<file path="src/rtl/conf_write.sv">
// conf_write: configuration write-back engine.
// On start, emits the initial-configuration header word, then reads each
// configuration memory entry in address order and emits it zero-extended
// from 352 to 512 bits. done is sticky until reset.
//
// state   | meaning
// --------+---------------------------------------------------------------
// S_IDLE  | waiting for start; latches the saturated entry count
// S_HDR   | waiting for queue space to emit the header word
// S_FETCH | all entries sent -> S_DONE, else issue a memory read
// S_MEMW  | read in flight (conf_rd_en high this cycle)
// S_CAP   | conf_in valid; capture it into the entry buffer
// S_SEND  | waiting for queue space to emit the buffered entry
// S_DONE  | dump complete; done held high until reset
module conf_write (
  input  logic         clk,
  input  logic         rst,
  input  logic         start,
  input  logic [31:0]  num_conf,
  input  logic [511:0] initial_conf,
  input  logic         available_write,
  output logic         req_wr_data,
  output logic [511:0] wr_data,
  output logic         conf_rd_en,
  output logic [9:0]   conf_rd_addr,
  input  logic [351:0] conf_in,
  output logic         done
);

  typedef enum logic [2:0] {
    S_IDLE,
    S_HDR,
    S_FETCH,
    S_MEMW,
    S_CAP,
    S_SEND,
    S_DONE
  } state_t;

  state_t       state_q;
  logic [10:0]  cont_q;
  logic [10:0]  cont_d;
  logic [10:0]  count_q;
  logic [10:0]  count_d;
  logic [351:0] buf_q;
  logic         req_q;
  logic [511:0] wr_data_q;
  logic         rd_en_q;
  logic [9:0]   rd_addr_q;
  logic         done_q;

  // Saturate the requested entry count to the memory depth; the entry
  // counter is 11 bits so that 1024 is representable and the address never wraps.
  always_comb begin
    count_d = (num_conf > 32'd1024) ? 11'd1024 : num_conf[10:0];
    cont_d  = cont_q + 11'd1;
  end

  // Sequencer: header, then one fetch/wait/capture/send round per entry.
  always_ff @(posedge clk or posedge rst) begin
    if (rst) begin
      state_q   <= S_IDLE;
      cont_q    <= 11'd0;
      count_q   <= 11'd0;
      buf_q     <= 352'd0;
      req_q     <= 1'b0;
      wr_data_q <= 512'd0;
      rd_en_q   <= 1'b0;
      rd_addr_q <= 10'd0;
      done_q    <= 1'b0;
    end else begin
      req_q   <= 1'b0;
      rd_en_q <= 1'b0;
      case (state_q)
        S_IDLE: begin
          if (start) begin
            count_q <= count_d;
            cont_q  <= 11'd0;
            state_q <= S_HDR;
          end
        end
        S_HDR: begin
          if (available_write) begin
            req_q     <= 1'b1;
            wr_data_q <= initial_conf;
            state_q   <= S_FETCH;
          end
        end
        S_FETCH: begin
          if (cont_q >= count_q) begin
            state_q <= S_DONE;
          end else begin
            rd_en_q   <= 1'b1;
            rd_addr_q <= cont_q[9:0];
            state_q   <= S_MEMW;
          end
        end
        S_MEMW: begin
          state_q <= S_CAP;
        end
        S_CAP: begin
          buf_q   <= conf_in;
          state_q <= S_SEND;
        end
        S_SEND: begin
          if (available_write) begin
            req_q     <= 1'b1;
            wr_data_q <= {160'd0, buf_q};
            cont_q    <= cont_d;
            state_q   <= S_FETCH;
          end
        end
        S_DONE: begin
          done_q <= 1'b1;
        end
        default: begin
          state_q <= S_IDLE;
        end
      endcase
    end
  end

  assign req_wr_data  = req_q;
  assign wr_data      = wr_data_q;
  assign conf_rd_en   = rd_en_q;
  assign conf_rd_addr = rd_addr_q;
  assign done         = done_q;

endmodule
</file>
<file path="config.mk">
export PLATFORM = sky130hd
export DESIGN_NAME = conf_write
export DESIGN_NICKNAME = d
export VERILOG_FILES = /design/src/rtl/conf_write.sv
export SDC_FILE = /design/constraint.sdc
export NUM_CORES = 2
export LEC_CHECK = 0
export BUFFER_PORTS_ARGS = -buffer_cell sky130_fd_sc_hd__buf_2
export CAP_MARGIN = 20
export CELL_PAD_IN_SITES_DETAIL_PLACEMENT = 1
export CELL_PAD_IN_SITES_GLOBAL_PLACEMENT = 1
export CORE_AREA = 2 2 561 563
export CTS_CLUSTER_DIAMETER = 150
export CTS_CLUSTER_SIZE = 12
export DETAILED_ROUTE_END_ITERATION = 12
export DIE_AREA = 0 0 563 565
export GPL_TIMING_DRIVEN = 1
export PLACE_DENSITY = 0.4
export SETUP_SLACK_MARGIN = 0.1
export SLEW_MARGIN = 10
export SYNTH_ARGS = -nofsm -noshare
export SYNTH_HDL_FRONTEND = slang
export SYNTH_SLANG_ARGS = --single-unit
</file>
<file path="constraint.sdc">
create_clock -name clk -period 44.7 [get_ports clk]
set_input_delay 6.705 -clock clk [delete_from_list [all_inputs] [get_ports clk]]
set_output_delay 6.705 -clock clk [all_outputs]
set_load 0.05 [all_outputs]
</file>
==> results <==
- The flow ran to the end, and the final reports show no timing, DRC or antenna violations.
- The max capacitance violation total is 0.
- Buffers inserted during clock tree synthesis total 90.
- The maximum number of pins on one net before global-route repair is ~180.
- The net count after synthesis is 4114.
- The total power is 4.37 mW.
- Once detail routing completed, the nets flagged for antenna violations numbered 0.
- Summed over all layers, the global routing overflow is 0.
- The synthesized-area fraction occupied by and/or/nand/nor cells is 8.45%.
- Gates resized during post-CTS repair numbered 0.
- By area, the combinational part of the netlist is dominated by compound AO/OA/AOI/OAI gates.
- After synthesis the netlist holds a flip-flop and latch count of 902.
- For the worst flop-to-flop path, the logic depth is 8.
- The library cells used most frequently in the layout, excluding fill and tap cells, are 1424 x sky130_fd_sc_hd__buf_2, 902 x sky130_fd_sc_hd__dfrtp_1, 671 x sky130_fd_sc_hd__nand2_1.
- The die area is approximately 0.32 sq mm.
- The initial utilization of the core area, before any placement, comes to 11.5%.
- For this block, the initial DRC count from the detailed router was 1342.
- In this design, the stage delay of the slowest critical-path cell is between 0.7 and 0.8 ns.
- The area growth from synthesis to layout is 39.5%.
- After Yosys synthesis, XOR and XNOR cells account for less than 1% of the synthesized area.
- The routed layout has 30900 vias.
- The nature of the critical path startpoint is a primary input.
- Clock skew on the completed layout was measured at 0.0635 ns.
- The clock tree root buffer cell is sky130_fd_sc_hd__clkbuf_16.
- The maximum ir drop on the vdd rail is ~0.034 mV.
- The final routed wirelength across all metal layers is between 200000 and 250000 um.
- The peak clock frequency supported by timing is roughly 0.093 GHz.
- The net count of the finished layout is about 5400.
- The required time of the worst setup path is 45.31 ns.
- The initialized floorplan defines ~210 standard-cell rows.
- After detailed routing, the number of remaining DRC violations is 0.
- The Yosys step of the flow raised 0 warnings.
- Clock tree synthesis found a total of roughly 900 sinks.
- The number of cells on the worst hold path is 2.
- The sequential share of power is 33.0%.
- The y dimension of the die is ~570 um.
- The share of power burned in the clock network is 16.5%.
- The total internal power is 2.10 mW.
- The arrival time of the worst setup path is between 10 and 15 ns.
- The number of slew-limit violations in the final report is 0.
- The synthesized netlist devotes a little over an eighth of its cell area to compound gates.
- The share of cell area taken by muxes after synthesis is between 10% and 20%.
- The number of antenna violations at the first check in global routing was approximately 150.
- Averaged over all synthesized cells, the footprint is 11.2 sq um.
- The leakage component of the power is around 23 nW.
- The number of buffers between clock root and the deepest sink is 4.
- The path type of the worst min-delay path is reg -> reg.
- The switching share of total power is around half.
- The first detailed-routing pass took 5 iterations.
- The congestion estimate from routability-driven global placement came to 0.824.
- The clock period minus worst slack is approximately 11 ns.
- The placed cell count is roughly 8600.
- Sequential elements use a little over three fifths of the synthesized area.
- The cell area reported after detailed placement is approximately 0.048 sq mm.
- The first global-routing pass estimated 298000 um of wire.
- The cell at the slowest stage of the critical path is sky130_fd_sc_hd__buf_4.
- The HPWL after detailed placement is around 180000 um.
- The clock transition time at the flip-flop clock pins of the worst setup and hold paths is roughly 0.070 ns.
- At the pin with the least slew margin, the transition time is between 1 and 1.5 ns.
- Setup violations remaining at the end of the flow were counted as 0.
- The CTS tree is done.
- The standard cell core area is between 0.3 and 0.4 sq mm.
- In this run the power spent charging and discharging nets is ~2.3 mW.
- The commonest non-fill, non-tap cell in the layout is sky130_fd_sc_hd__buf_2.
- Of the available clock period, the critical path in the final layout requires approximately 24%.
- Setup repair after global routing left no endpoint under its margin.
- The width of the die is approximately 560 um.
- In this run, distinct cell masters in the synthesized netlist total 36.
- In this design, the critical path's most frequently occurring cell is sky130_fd_sc_hd__buf_4.
- The synthesized cell area is around 0.036 sq mm.
- The worst hold path begins at wr_data[40]$_DFFE_PP0P_.
- The proportion of power drawn by combinational gates is approximately half.
- The worst hold path terminates at wr_data[40]$_DFFE_PP0P_.
- OpenSTA, run right after detailed placement, puts the worst setup slack at 32.86 ns.
- The kind of critical path is in -> reg.
- At the later pin of the worst-skew pair, clock insertion delay measures 0.82 ns.
- The global routing usage summed across all routing layers is between 10% and 20%.
- The final critical-path setup slack is roughly 34 ns.
- The count of buffering cells on the critical path with inverters included is 6.
- Setup slack on the worst reg-to-reg path comes out at around 40 ns.
- The startpoint identified for the worst register-to-register timing path is state_q[2]$_DFFE_PP0P_.
- Measured against its own limit, the worst slew margin works out to 28.2%.
- The number of buffers inserted by hold repair at cts is 0.
- The aggregate negative setup slack is 0 ns.
- The gate count of the mapped netlist is 3202.
- The maximum fanout along the worst path is 85.
- The via count of the first global-routing pass is 33500.
- The family with the most delay on the worst path is buffers and inverters.
- After Yosys synthesis, full adders, half adders and majority gates account for less than 1% of the synthesized area.
- The non-filler instance count after layout is 8713.
- The terminus of the critical flop-to-flop path is buf_q[187]$_DFFE_PP0N_.
- After filler insertion, the fill cell instance count of the layout stands at ~36000.
- The post-CTS setup buffer count is 0.
- Walking the worst path, the cells encountered are buf_2 > nand2_1 > or2_4 > buf_4 > buf_4 > buf_4 > buf_4 > buf_4 > o21ai_0.
- The vias per cell is ~3.6.
- The worst setup path is captured at a flop.
- In the final routed layout, each cell accounts on average for ~26 um.
- In the final layout, the share of cells above drive strength 1 is between 40% and 50%.
- CTS built an H-tree with a depth of 3.
- The number of placed I/O pins is 1425.
- With fillers left out, the area of the finished cells amounts to roughly 0.050 sq mm.
- The power density of the placed cells is 87.2 mW/mm^2.
- The count of final hold-check violations is 0.
- The count of buffers inserted at the top-level ports is between 1000 and 1500.
==> routing by layer <==
| metal | part of all wire, % | global-route usage [%] | routed length, um |
|---|---|---|---|
| met5 | 0.40 | 0 | 884 |
| met4 | 3.0 | 4.07 | 6730 |
| met3 | 11 | 6.55 | 24100 |
| met2 | 48 | 22.8 | 106000 |
| met1 | 38 | 15.0 | 84600 |
==> power by group through the flow <==
| stage | clock, mW | sequential [mW] | combinational [mW] |
|---|---|---|---|
| 4_1_cts | 0.764 | 1.45 | 2.27 |
| 6_report | 0.721 | 1.44 | 2.20 |
| 3_3_place_gp | 0 | 1.45 | 2.25 |
| 2_1_floorplan | 0 | 2.18 | 0.661 |
| 5_1_grt | 0.788 | 1.50 | 2.37 |
| 3_5_place_dp | 0 | 1.46 | 2.27 |
==> flip-flops by register name (all words and copies together), names as in the netlist <==
register and flops:
wr_data 512, done 1, conf_rd_en 1, cont_q 11
state_q 3, req_wr_data 1, count_q 11, conf_rd_addr 10
buf_q 352
==> area by class of cell <==
type,instances,area (sq um),share of cell area [%]
multi-input cells,2026,12200,24.3
flip-flops and latches,902,22600,45.1
well taps,4140,5180,10.3
diodes,52,130,0.260
inverters,19,86.3,0.172
clock buffers,93,2270,4.54
clock inverters,8,114,0.227
repair buffers,1473,7550,15.1
==> worst reg2reg max path, stage by stage, from the launching register on <==
cell	delay, ns
sky130_fd_sc_hd__dfrtp_1	0.66
sky130_fd_sc_hd__inv_8	0.32
sky130_fd_sc_hd__nor3_2	0.50
sky130_fd_sc_hd__buf_4	0.74
sky130_fd_sc_hd__buf_4	0.75
sky130_fd_sc_hd__buf_4	0.79
sky130_fd_sc_hd__buf_4	0.79
sky130_fd_sc_hd__buf_4	0.71
sky130_fd_sc_hd__mux2_2	0.43
==> metrics by stage <==
stage | hold WS (ns) | util (%)
6_report | 0.474 | 16.1
5_1_grt | 0.500 | 16.1
4_1_cts | 0.480 | 16.0
3_5_place_dp | 0.466 | 15.3
3_3_place_gp | 0.457 | 15.3
2_1_floorplan | 0.481 | -
==> synth_stat cells <==
cell / count / area (sq um)
sky130_fd_sc_hd__inv_1: 18 / 67.6
sky130_fd_sc_hd__nand4_1: 1 / 6.26
sky130_fd_sc_hd__buf_4: 1 / 7.51
sky130_fd_sc_hd__xor2_1: 1 / 8.76
sky130_fd_sc_hd__nor4b_1: 1 / 8.76
sky130_fd_sc_hd__a221oi_2: 1 / 15.0
sky130_fd_sc_hd__buf_1: 16 / 60.1
sky130_fd_sc_hd__o22ai_1: 361 / 2260
sky130_fd_sc_hd__nor3_2: 2 / 20.0
sky130_fd_sc_hd__xnor2_1: 6 / 52.6
sky130_fd_sc_hd__or3_1: 3 / 18.8
sky130_fd_sc_hd__a211oi_1: 1 / 7.51
sky130_fd_sc_hd__inv_2: 1 / 3.75
sky130_fd_sc_hd__nor2_1: 66 / 248
sky130_fd_sc_hd__o41ai_1: 1 / 8.76
sky130_fd_sc_hd__nor4_1: 7 / 43.8
sky130_fd_sc_hd__nand3_1: 8 / 40.0
sky130_fd_sc_hd__a21oi_1: 7 / 35.0
sky130_fd_sc_hd__a2111o_1: 1 / 11.3
sky130_fd_sc_hd__a31o_2: 1 / 8.76
sky130_fd_sc_hd__o21ai_0: 494 / 2470
sky130_fd_sc_hd__buf_6: 3 / 33.8
sky130_fd_sc_hd__nor4_4: 2 / 42.5
sky130_fd_sc_hd__nand2_1: 671 / 2520
sky130_fd_sc_hd__clkbuf_1: 147 / 552
sky130_fd_sc_hd__and4_1: 1 / 8.76
sky130_fd_sc_hd__ha_1: 12 / 150
sky130_fd_sc_hd__dfrtp_1: 902 / 22600
sky130_fd_sc_hd__nor3_1: 9 / 45.0
sky130_fd_sc_hd__a21o_1: 2 / 15.0
sky130_fd_sc_hd__mux2_2: 362 / 4080
sky130_fd_sc_hd__or2_1: 1 / 6.26
sky130_fd_sc_hd__buf_2: 88 / 440
sky130_fd_sc_hd__nor2_2: 2 / 12.5
sky130_fd_sc_hd__nor2b_1: 1 / 6.26
sky130_fd_sc_hd__or3b_1: 1 / 8.76
==> cells by family after synthesis <==
kind of cell | after synthesis
buffers and inverters | 274
muxes | 362
adders and majority gates | 12
DFF | 902
and+or+nand+nor | 776
AOI/OAI and AO/OA | 869
xor gates and xnor gates | 7
==> worst max path at each step <==
stage	startpoint	to	slack (ns)	cells after the start
6_report	available_write	wr_data[168]$_DFFE_PP0P_	33.93	9
2_1_floorplan	rst	buf_q[0]$_DFFE_PP0N_	12.64	1
5_1_grt	rst	buf_q[216]$_DFFE_PP0N_	33.30	8
3_3_place_gp	rst	buf_q[221]$_DFFE_PP0N_	32.89	8
3_5_place_dp	rst	buf_q[231]$_DFFE_PP0N_	32.86	8
4_1_cts	rst	wr_data[221]$_DFFE_PP0P_	33.72	8
(Power assumes the default switching activity.)
